<file path="src/rtl/rr_mux_pkg.sv">
// Shared constants, state encoding and helpers for the round-robin mux arbiter.
// Imported by the picker and the arbiter top level.
package rr_mux_pkg;

    localparam int NREQ = 8;
    localparam int SELW = 3;

    typedef enum logic {
        IDLE  = 1'b0,
        GRANT = 1'b1
    } state_e;

    // Binary requester index to its one-hot grant vector.
    function automatic logic [NREQ-1:0] idx_to_onehot(input logic [SELW-1:0] idx);
        logic [NREQ-1:0] oh;
        oh      = {NREQ{1'b0}};
        oh[idx] = 1'b1;
        return oh;
    endfunction

endpackage

</file>
<file path="src/rtl/rr_mux_arbiter_pick.sv">
// Rotating priority search: first requester at or after ptr, wrapping modulo NREQ.
// Purely combinational.
module rr_pick
    import rr_mux_pkg::*;
(
    input  logic [NREQ-1:0] req,
    input  logic [SELW-1:0] ptr,
    output logic            found,
    output logic [SELW-1:0] idx
);

    // Walk from the farthest offset back to ptr so the nearest hit wins.
    always_comb begin
        logic [SELW-1:0] pos;
        found = 1'b0;
        idx   = {SELW{1'b0}};
        pos   = ptr;
        for (int k = NREQ - 1; k >= 0; k--) begin
            pos   = ptr + SELW'(k);
            idx   = req[pos] ? pos : idx;
            found = found | req[pos];
        end
    end

endmodule

</file>
<file path="src/rtl/rr_mux_arbiter.sv">
// Round-robin arbiter owning an 8:1 single-bit channel: bounded tenures,
// back-to-back handover, registered grant/select/valid and a gated data output.
module rr_mux_arbiter
    import rr_mux_pkg::*;
#(
    parameter int HOLD_MAX = 4
) (
    input  logic            clk,
    input  logic            rst,
    input  logic [NREQ-1:0] req,
    input  logic [NREQ-1:0] i,
    output logic [NREQ-1:0] gnt,
    output logic [SELW-1:0] s,
    output logic            valid,
    output logic            Y
);

    localparam int              CNTW     = (HOLD_MAX > 1) ? $clog2(HOLD_MAX) : 1;
    localparam logic [CNTW-1:0] CNT_LAST = CNTW'(HOLD_MAX - 1);

    state_e          state_q, state_d;
    logic [SELW-1:0] ptr_q, ptr_d;
    logic [SELW-1:0] owner_q, owner_d;
    logic [CNTW-1:0] cnt_q, cnt_d;
    logic [NREQ-1:0] gnt_q, gnt_d;
    logic [SELW-1:0] s_q, s_d;
    logic            valid_q, valid_d;

    logic [SELW-1:0] pick_ptr_s;
    logic            pick_found_s;
    logic [SELW-1:0] pick_idx_s;
    logic            tenure_end_s;

    // While granted, the search starts just past the owner so it is considered last.
    always_comb begin
        if (state_q == GRANT) begin
            pick_ptr_s = owner_q + 3'd1;
        end else begin
            pick_ptr_s = ptr_q;
        end
    end

    // A departed owner has req[owner]=0, so it is excluded without explicit masking.
    rr_pick u_pick (
        .req   (req),
        .ptr   (pick_ptr_s),
        .found (pick_found_s),
        .idx   (pick_idx_s)
    );

    // Tenure ends on release by the owner or when the hold budget is spent.
    always_comb begin
        tenure_end_s = (req[owner_q] == 1'b0) || (cnt_q == CNT_LAST);
    end

    // Next-state and next-output computation for the arbitration FSM.
    always_comb begin
        state_d = state_q;
        ptr_d   = ptr_q;
        owner_d = owner_q;
        cnt_d   = cnt_q;
        gnt_d   = gnt_q;
        s_d     = s_q;
        valid_d = valid_q;
        case (state_q)
            IDLE: begin
                if (pick_found_s) begin
                    state_d = GRANT;
                    owner_d = pick_idx_s;
                    gnt_d   = idx_to_onehot(pick_idx_s);
                    s_d     = pick_idx_s;
                    valid_d = 1'b1;
                    cnt_d   = {CNTW{1'b0}};
                end else begin
                    state_d = IDLE;
                end
            end
            GRANT: begin
                if (!tenure_end_s) begin
                    cnt_d = cnt_q + CNTW'(1);
                end else if (pick_found_s) begin
                    ptr_d   = owner_q + 3'd1;
                    owner_d = pick_idx_s;
                    gnt_d   = idx_to_onehot(pick_idx_s);
                    s_d     = pick_idx_s;
                    valid_d = 1'b1;
                    cnt_d   = {CNTW{1'b0}};
                end else begin
                    // s deliberately keeps its last value when the channel goes idle.
                    ptr_d   = owner_q + 3'd1;
                    state_d = IDLE;
                    gnt_d   = {NREQ{1'b0}};
                    valid_d = 1'b0;
                    cnt_d   = {CNTW{1'b0}};
                end
            end
            default: begin
                state_d = IDLE;
                gnt_d   = {NREQ{1'b0}};
                valid_d = 1'b0;
                cnt_d   = {CNTW{1'b0}};
            end
        endcase
    end

    // State, pointer, counter and output registers with asynchronous clear.
    always_ff @(posedge clk or posedge rst) begin
        if (rst) begin
            state_q <= IDLE;
            ptr_q   <= {SELW{1'b0}};
            owner_q <= {SELW{1'b0}};
            cnt_q   <= {CNTW{1'b0}};
            gnt_q   <= {NREQ{1'b0}};
            s_q     <= {SELW{1'b0}};
            valid_q <= 1'b0;
        end else begin
            state_q <= state_d;
            ptr_q   <= ptr_d;
            owner_q <= owner_d;
            cnt_q   <= cnt_d;
            gnt_q   <= gnt_d;
            s_q     <= s_d;
            valid_q <= valid_d;
        end
    end

    assign gnt   = gnt_q;
    assign s     = s_q;
    assign valid = valid_q;
    assign Y     = i[s_q] & valid_q;

endmodule

</file>
<file path="config.mk">
export PLATFORM = sky130hd
export DESIGN_NAME = rr_mux_arbiter
export DESIGN_NICKNAME = d
export VERILOG_FILES = /design/src/rtl/rr_mux_pkg.sv /design/src/rtl/rr_mux_arbiter_pick.sv /design/src/rtl/rr_mux_arbiter.sv
export SDC_FILE = /design/constraint.sdc
export NUM_CORES = 1
export LEC_CHECK = 0
export CORE_MARGIN = 2
export CORE_UTILIZATION = 59
export CTS_CLUSTER_DIAMETER = 40
export DETAILED_ROUTE_END_ITERATION = 12
export GPL_TIMING_DRIVEN = 1
export PLACE_DENSITY = 0.86
export SYNTH_ARGS = -nofsm -noshare
export SYNTH_HDL_FRONTEND = slang
export SYNTH_SLANG_ARGS = --single-unit
</file>
<file path="constraint.sdc">
create_clock -name clk -period 8.49 [get_ports clk]
set_input_delay 1.698 -clock clk [delete_from_list [all_inputs] [get_ports clk]]
set_output_delay 1.698 -clock clk [all_outputs]
set_load 0.05 [all_outputs]
</file>
# After elaboration in Yosys (flattened, before gate mapping)
# Index checks and enable logic that the tools add are counted.
[op_classes]
addsub = 9
muxes = 50
order_cmp = 12
reduce_logical = 4
bitwise = 10
eq_ne = 3
[ops]
columns = ["op", "n"]
rows = [
  ["less-than comparator 3 x 4 -> 1 bit (second input constant)", 11],
  ["2-to-1 mux 3 bit", 13],
  ["binary-select mux 1 bit (select 3 bit)", 10],
  ["2-to-1 mux 8 bit", 3],
  ["case mux 8 bit (2 select lines)", 1],
  ["2-to-1 mux 1 bit", 15],
  ["adder 3 bit (second input constant)", 4],
  ["case mux 3 bit (2 select lines)", 2],
  ["OR 1 bit", 7],
  ["adder 3 x 1 -> 3 bit (second input constant)", 2],
  ["adder 3 x 2 -> 3 bit (second input constant)", 2],
  ["2-to-1 mux 2 bit", 2],
  ["case mux 1 bit (2 select lines)", 2],
  ["case mux 2 bit (2 select lines)", 1],
  ["AND reduction 2 bit", 2],
  ["demux 1 bit (select 3 bit)", 1],
  ["greater-or-equal comparator 3 x 1 -> 1 bit (second input constant)", 1],
  ["adder 2 x 1 -> 2 bit (second input constant)", 1],
  ["equality test 2 bit (second input constant)", 1],
  ["inequality test 2 x 1 -> 1 bit (second input constant)", 1],
  ["inequality test 2 bit (second input constant)", 1],
  ["NOT 1 bit", 2],
  ["AND 1 bit", 1],
  ["logical AND 1 bit", 1],
  ["logical OR 1 bit", 1],
]
[totals]
word_cells = 95
inputBits = 18
register_bits = 21

# Logic depth before layout (Yosys ltp)
# Gate-level depths: netlist of run 1.
[depth]
ltp_word = 20
mapped_depth = 16
depth_no_buf = 12

# Hierarchy
# A second synthesis of run 1 with hierarchy kept.
[unflattened]
cells_unflattened = 173
hier_area_um2 = 1766.7
[modules_own_cells]
columns = ["mod", "cells_each", "instances", "area_each_um2"]
rows = [
  ["rr_mux_arbiter", 83, 1, 984.7],
  ["rr_pick", 90, 1, 782.0],
]

# Worst setup path after synthesis of run 1
# No wires, ideal clock.
[synth_path]
path_type = "input-to-output"
start = "input i[5]"
end = "output Y"
arrival_ps = 2668
setup_slack_ps = 4124
t_required_ps = 6792
path_stages = 3
path_cell_list = "mux4_2 > mux2i_1 > nor2b_1"
[synth_between]
elab_chain_len = 3
[synth_lines]
columns = ["element", "line_no", "rtl"]
rows = [
  ["from (decl)", "rr_mux_arbiter.sv:11", "input logic [NREQ-1:0] i,"],
  ["binary-select mux 1 bit (select 3 bit)", "rr_mux_arbiter.sv:130", "assign Y = i[s_q] & valid_q;"],
  ["2-to-1 mux 1 bit (implied by the code)", "rr_mux_arbiter.sv:130", ""],
  ["AND 1 bit", "rr_mux_arbiter.sv:130", ""],
  ["to (decl)", "rr_mux_arbiter.sv:15", "output logic Y"],
]
# Every way passes these cells. The select of a mux whose other input is x is not followed.

# Worst setup path after layout of run 1
[layout_path]
start = "input i[6]"
end = "output Y"
# Same word-level chain as after synthesis.

==> metrics list, run 1 <==
- For this run, the slowest stage of the critical path takes about 0.70 ns.
- Leading cell type by number of instances after synthesis: nand2_1
* Inserted Diodes: 0
* Cell Chain, Critical Path: clkdlybuf4s50_1, mux4_2, mux2i_1, nor2b_1, clkdlybuf4s50_1
- The initial antenna violation count is 0.
* DR vias: slightly below 2,000
- On the final layout, the worst clock skew is 0.000819 ns.
- Of the total synthesized cell area, the portion taken by AND, OR, NAND and NOR gates is 0.214.
* Worst r2r path cells: 11
- Share of synthesized cell area in full adder, half adder and majority cells: 0.0243
* Top cell type by total area after synthesis: dfrtp_1
- The floorplan step defined a core boundary enclosing between 0.003 and 0.004 sq mm.
- After detailed routing, the number of remaining DRC violations is 0.
- The max-slew violation count came to 0.
- Count of clock tree sinks: 18
- In this run, the number of DRC markers left after iteration 0 of detailed routing was 174.
- FFs w/ async S/R, synth: 1.00
- For the worst setup path, the data required time is ~6.8 ns.
- The number of clock buffers added by TritonCTS is 3.
- Setup repair after global routing left no endpoint under its margin.
- H-Tree Depth: 1
- Run status: finished clean
- Via/cell ratio: between 6 and 7
- During I/O placement, the number of pins put on the boundary was 31.
- Average wire length per cell after detail routing: 17.9 um
* Fillers: 291
* Synth Warn #: 0
- For the final routed database, the setup TNS stands at 0 ns.
* Die area: 0.00398 sq mm
* Portion of synthesized cell area occupied by the leading cell type: 0.219
* Max Freq: between 150 and 200 MHz
- Critical-path top delay cell: clkdlybuf4s50_1
* Count of cells along the worst hold path: 1
* Total congestion overflow: 0
* Starting Density: 0.618
- Counting instances in the post-synthesis netlist gives the leading cell types as 27 x nand2_1, 18 x dfrtp_1, 17 x o21ai_0.
- Category of the worst setup path launch point: input pin
- Across every metal layer, demand over resource in global routing totals 0.290.
- Via count of the first global-routing pass: 1,892
* Buffer levels on the longest clock path: 2
* Classification of the worst setup path: in2out
- Slew Limit Headroom: 0.500
* Largest fanout on the critical path: 1
- P&R area growth vs syn: 16.3%
- Number of distinct library cells after synthesis: a little under 60
- Entering global routing, the biggest net connects 19 pins.
* Most instantiated flip-flop cell in the synthesis netlist: dfrtp_1
- The congestion estimate from routability-driven global placement came to between 1 and 1.5.
- Count of flip-flops with a built-in enable after synthesis: 0
* Number of gates resized after cts: 0
* Detailed-router iteration count before antenna repair: 5
- Dividing the final minimum period by the clock period gives 0.608.
- Max-cap violations in this run came to 0.
* Family of cells with the greatest summed delay on the critical path: buffers and inverters
- The sequential cells in the finished layout cover a total of approximately 450 sq um.
* Final setup violation count: 0
- Hold repair after CTS inserted 0 buffers.
- Critical path capture point type: primary output
* Final ANT Viol Nets: 0
- Site row count: 21
- In this design, the critical path's most frequently occurring cell is clkdlybuf4s50_1.
- The multi-input combinational cells in the finished layout cover a total of between 0.0015 and 0.002 sq mm.
* Instance count of the mapped netlist: approximately 230
- Post-synth design cell area: 0.00206 sq mm
- CTS tree: done
* Data arrival time of the critical path: between 3 and 4 ns
- Biggest area contributors in the synthesized netlist: dfrtp_1 22%, mux4_2 8.7%, mux2i_1 7.8%
- From bottom edge to top edge, the die measures approximately 63 um.
- Of the synthesized area, sequential elements account for 0.219.
* Post-synthesis net count: around 250
- After clock tree synthesis, the clock-pin slew on the worst setup and hold paths is between 0.1 and 0.15 ns.
- # Post-CTS Setup Buffers: 0
* Slew @ Worst Pin: 0.742 ns
* Total wire length: about 5.4 mm
- The portion of synthesized area spent on multiplexers is 0.210.
- Synthesized-area fraction occupied by xor and xnor cells: 0.0468
- Crit path buf inv count: 2
- Hold Vio Cnt, Final: 0
- Synthesis-stage register bit count: 18
- WP depth: 5
- The first global-routing pass estimated roughly 9 mm of wire.
* Minimum clock period after layout: around 5.2 ns
- The fraction of the mapped netlist area in compound gates came to 0.243.
- Half-perimeter wire length after detailed placement: between 4 and 5 mm
- Clock latency on the worst-skew pair, taken at its later pin, is ~0.30 ns.
- Number of buffers added on ports: 30
* Share of cells above drive strength 1: 0.138
* Main combinational cell family by area after synthesis: compound AO/OA/AOI/OAI gates
- In this run the clock root is driven by a clkbuf_4.
- Dividing the synthesized area by the synthesized cell count gives roughly 8.9 sq um.
- Layout net count: 277
- From left edge to right edge, the die measures 63.1 um.
- The path class of the tightest hold or removal check is reg2reg.
==> registers in the layout (all words and copies together) (netlist names) <==
| signal | flops |
|---|---|
| owner_q | 3 |
| cnt_q | 2 |
| gnt | 8 |
| valid | 1 |
| state_q | 1 |
| ptr_q | 3 |
==> metal layers <==
layer	up-vias	track usage	wire, um
met5	-	0	0
li1	921	-	-
met2	100	0.468	2480
met4	0	0.0528	80
met1	934	0.409	2300
met3	10	0.0554	503
==> layout make-up <==
cell class | count | area share
timing repair buffer | 30 | 0.125
sequential | 18 | 0.188
multi-input combinational | 194 | 0.635
clock buffer | 4 | 0.0151
tap | 46 | 0.0240
inverter | 8 | 0.0125
==> cell families (layout without fill, tap and decap cells) <==
group,Yosys count,in the layout
xor+xnor,8,8
compound gates,68,68
simple gates,82,82
flops,18,18
buf+inv,19,42
fa+ha+maj,4,4
mux,32,32
==> placed cells by master, fill, tap and decap left out, types with 2 or more instances in the layout <==
cell type         n
nor2b_1           5
o221ai_1          2
nand2_1          27
clkdlybuf4s50_1  30
o31a_1            2
dfrtp_1          18
a21bo_2           2
o21ai_0          17
mux2i_1          16
ha_1              4
nand2b_1          7
mux2_2            6
a32o_1            6
o2111ai_1         2
xnor2_1           3
xor2_1            3
a21o_1            2
nor2_1            5
nor3_1            3
a21oi_1          11
o21a_1            2
nand3_1          16
o31ai_1           5
mux4_2            8
clkbuf_4          3
o22ai_1           2
inv_2             2
nand4_1           4
and2_1            7
a31oi_1           2
inv_1             6
==> final timing paths <==
| path | from | end | slack [ns] |
|---|---|---|---|
| worst max-delay path | i[6] | Y | 3.33 |
| worst min-delay path | cnt_q[0] | cnt_q[0] | 0.49 |
| worst max register to register | owner_q[0] | gnt[7] | 4.17 |
| worst min register to register | cnt_q[0] | cnt_q[0] | 0.49 |
| max in group asynchronous | rst | valid | 6.26 |
| min in group asynchronous | rst | gnt[7] | 1.81 |
==> stage by stage <==
step | hold slack (ns) | utilization | cell area, sq um | setup WS [ns] | instances
4_1_cts | 0.495 | 0.718 | 2400 | 3.31 | 300
6_report | 0.492 | 0.718 | 2400 | 3.33 | 300
3_3_place_gp | 0.472 | 0.707 | 2360 | 3.36 | 296
3_5_place_dp | 0.474 | 0.707 | 2360 | 3.31 | 296
5_1_grt | 0.526 | 0.718 | 2400 | 3.28 | 300
2_1_floorplan | 0.457 | - | 2060 | 4.12 | 231
Power of run 1 is left out: the tool's default activity adds up to more than one toggle a clock period on the data nets, which glitch-free logic cannot reach.
==> run 2: changes to the inputs <==
Settings changed: CORE_UTILIZATION 59 to 55, PLACE_DENSITY 0.86 to 0.81.
Clock period 8.49 ns to 4.8 ns, I/O delays scaled along.
==> run 2 against run 1 <==
Net effect: cell count increased by 1.0%; count of clock-buffer cells in the layout unchanged; hold slack improved by 0.0018 ns; sequential cell count unchanged; setup slack worse by 2.5 ns; non-clock buffer count up 1.
==> metrics list, run 2 (synthesis gave the netlist of run 1 again) <==
- Worst-case hold slack: 0.494 ns (was 0.492 ns)
- Commonest cells after routing, fill and taps aside: 30 x clkdlybuf4s50_1, 27 x nand2_1, 18 x dfrtp_1, 17 x o21ai_0 (unchanged)
- Run status: finished clean (unchanged).
- Leading cell type in the layout, fill and taps excluded: clkdlybuf4s50_1 (unchanged)
- Unrepaired setup endpoints after global routing: false (unchanged)
- The clock root buffer master is clkbuf_8 (was clkbuf_4).
- Final setup violation count: 0 (unchanged)
* Tot GR Track Use: 0.285 (was 0.290)
- The total DRC errors in the routed layout is 0 (unchanged).
* Placed Instance Area: 0.00237 sq mm (was 0.00236 sq mm)
* Number of antenna violations at the first check in global routing: 0 (unchanged)
* Largest register FFs: 8 (unchanged)
- The terminus of the critical flop-to-flop path is gnt[4] (was gnt[7]).
- The count of antenna-violating nets left after detailed routing is 0 (unchanged).
* Period Utilization, post-route: 0.827
- The proportion of layout cells with a drive suffix above 1 was 0.141 (was 0.138).
- The startpoint of the worst-slack reg-to-reg timing path was state_q (was owner_q[0]).
* Buffer levels on the longest clock path: 2 (unchanged)
- Via count of the first global-routing pass: 1,864 (was 1,892)
- The average detailed-routed wire length per instance came to 18.9 um (was 17.9 um).
- The residual overflow from global routing was 0 (unchanged).
* Crit path to: gnt[4] (was Y)
- The number of buffers inserted to repair setup after CTS came to 0 (unchanged).
* Classification of the worst setup path: reg2reg (was in2out)
* Worst-skew pair later-pin latency: 0.26 ns (was 0.30 ns)
- The cell depth of the worst hold path came to 2 (was 1).
* Count of pins on the block boundary: 31 (unchanged)
- Slew Limit Headroom: 0.549 (was 0.500)
- Count of clock tree sinks: 18 (unchanged)
* Number of gates resized after cts: 0 (unchanged)
- The global placement routability congestion was 1.00 (was 1.01).
- The floorplan core area is 0.00363 sq mm (was 0.00334 sq mm).
- CTS tree: done (unchanged)
- The number of search-and-repair iterations in the first detailed-routing pass was 5 (unchanged).
* Layout net count: 278 (was 277)
* Path type of the worst min-delay path: reg2reg (unchanged)
* Worst r2r path cells: 12 (was 11)
* Vert. Die Dim: 65.2 um (was 63.1 um)
* Slew @ Worst Pin: 0.675 ns (was 0.742 ns)
* Largest fanout on the critical path: 15 (was 1)
- Via/cell ratio: 6.71 (was 6.55)
* CP required: 4.95 ns (was 6.79 ns)
- The starting density of the core is 0.567 (was 0.618).
* Maximum Capacitance Violations: 0 (unchanged)
- The summed area of non-filler cells in the final layout is 0.00242 sq mm (was 0.00240 sq mm).
- Critical path capture point type: flop (was primary output)
- The category of the worst setup path launch point is a flop (was input pin).
* Total clock buffers created by CTS: 3 (unchanged)
- The clock transition at the registers of the reported paths is 0.07 ns (was 0.11 ns).
- P&R area growth vs syn: 17.7% (was 16.3%)
- The count of endpoints failing hold in the final timing report was 0 (unchanged).
- Post-CTS Hold Buffers: 0 (unchanged)
- Inserted Diodes: 0 (unchanged)
- The worst-case register-to-register setup slack is 0.83 ns (was 4.17 ns).
* Worst Clk Skew: 0.00268 ns (was 0.000819 ns)
- The total die area came to 0.00425 sq mm (was 0.00398 sq mm).
- Wire length of the first global-routing pass: 9.43 mm (was 9.20 mm)
* Final slew viol count: 0 (unchanged)
- Die extent in x: 65.2 um (was 63.1 um)
- Total wire length: 5.72 mm (was 5.36 mm)
* Number of buffers added on ports: 30 (unchanged)
- Static timing analysis puts the maximum clock frequency at around 250 MHz.
- DR vias: 2,034 (was 1,965)
* Accumulated negative setup slack: 0 ns (unchanged)
- Half-perimeter wire length after detailed placement: 4.38 mm (was 4.19 mm)
- Iteration-0 DRC count of the detailed router: 307 (was 174)
- Maximum number of pins on one net before global-route repair: 19 (unchanged)
- Minimum clock period after layout: 3.97 ns
* Site row count: 22 (was 21)
* Critical path launch point: state_q (was i[6])
- The H-tree depth is 1 (unchanged).
* Data arrival time of the critical path: 4.12 ns (was 3.46 ns)
-- run 2: worst min-delay path by stage --
stage	startpoint	to	slack, ns
2_1_floorplan	cnt_q[0]	cnt_q[0]	0.46
3_3_place_gp	gnt[3]	gnt[3]	0.47
3_5_place_dp	gnt[2]	gnt[2]	0.47
4_1_cts	gnt[2]	gnt[2]	0.50
5_1_grt	gnt[2]	gnt[2]	0.51
6_report	gnt[2]	gnt[2]	0.49
-- run 2: stage by stage --
step,util,setup slack [ns],std cells
after floorplan,-,0.863,231
after global placement,0.652,0.935,299
after detailed placement,0.652,0.937,299
after CTS,0.667,0.918,303
after global routing,0.667,0.564,303
final,0.667,0.829,303
-- run 2: layout make-up --
type                            instances  area [sq um]
Fill cell                             311          1210
Multi-Input combinational cell        194          1520
Timing Repair Buffer                   31           308
Tap cell                               48          60.1
Clock buffer                            4          55.1
Sequential cell                        18           450
Inverter                                8          30.0
-- run 2: worst max-delay path, cell delays in order (launching register included) --
cell,delay (ns)
dfrtp_1,0.71
nor2b_1,0.51
nor2_2,0.15
inv_2,0.21
ha_1,0.38
mux2i_1,0.27
mux2i_1,0.17
mux2i_1,0.33
nand2_1,0.17
nor4_4,0.36
nand2b_4,0.24
nor2b_1,0.10
a32o_1,0.27
-- run 2: metal layers --
layer  vias to the layer above  global-route usage  wire (um)
met1                       963               0.399       2390
met4                         0              0.0964        180
met3                        24              0.0582        577
met2                       119               0.441       2570
met5                         -                   0          0
li1                        928                   -          -
Power of run 2 is left out for the same reason.
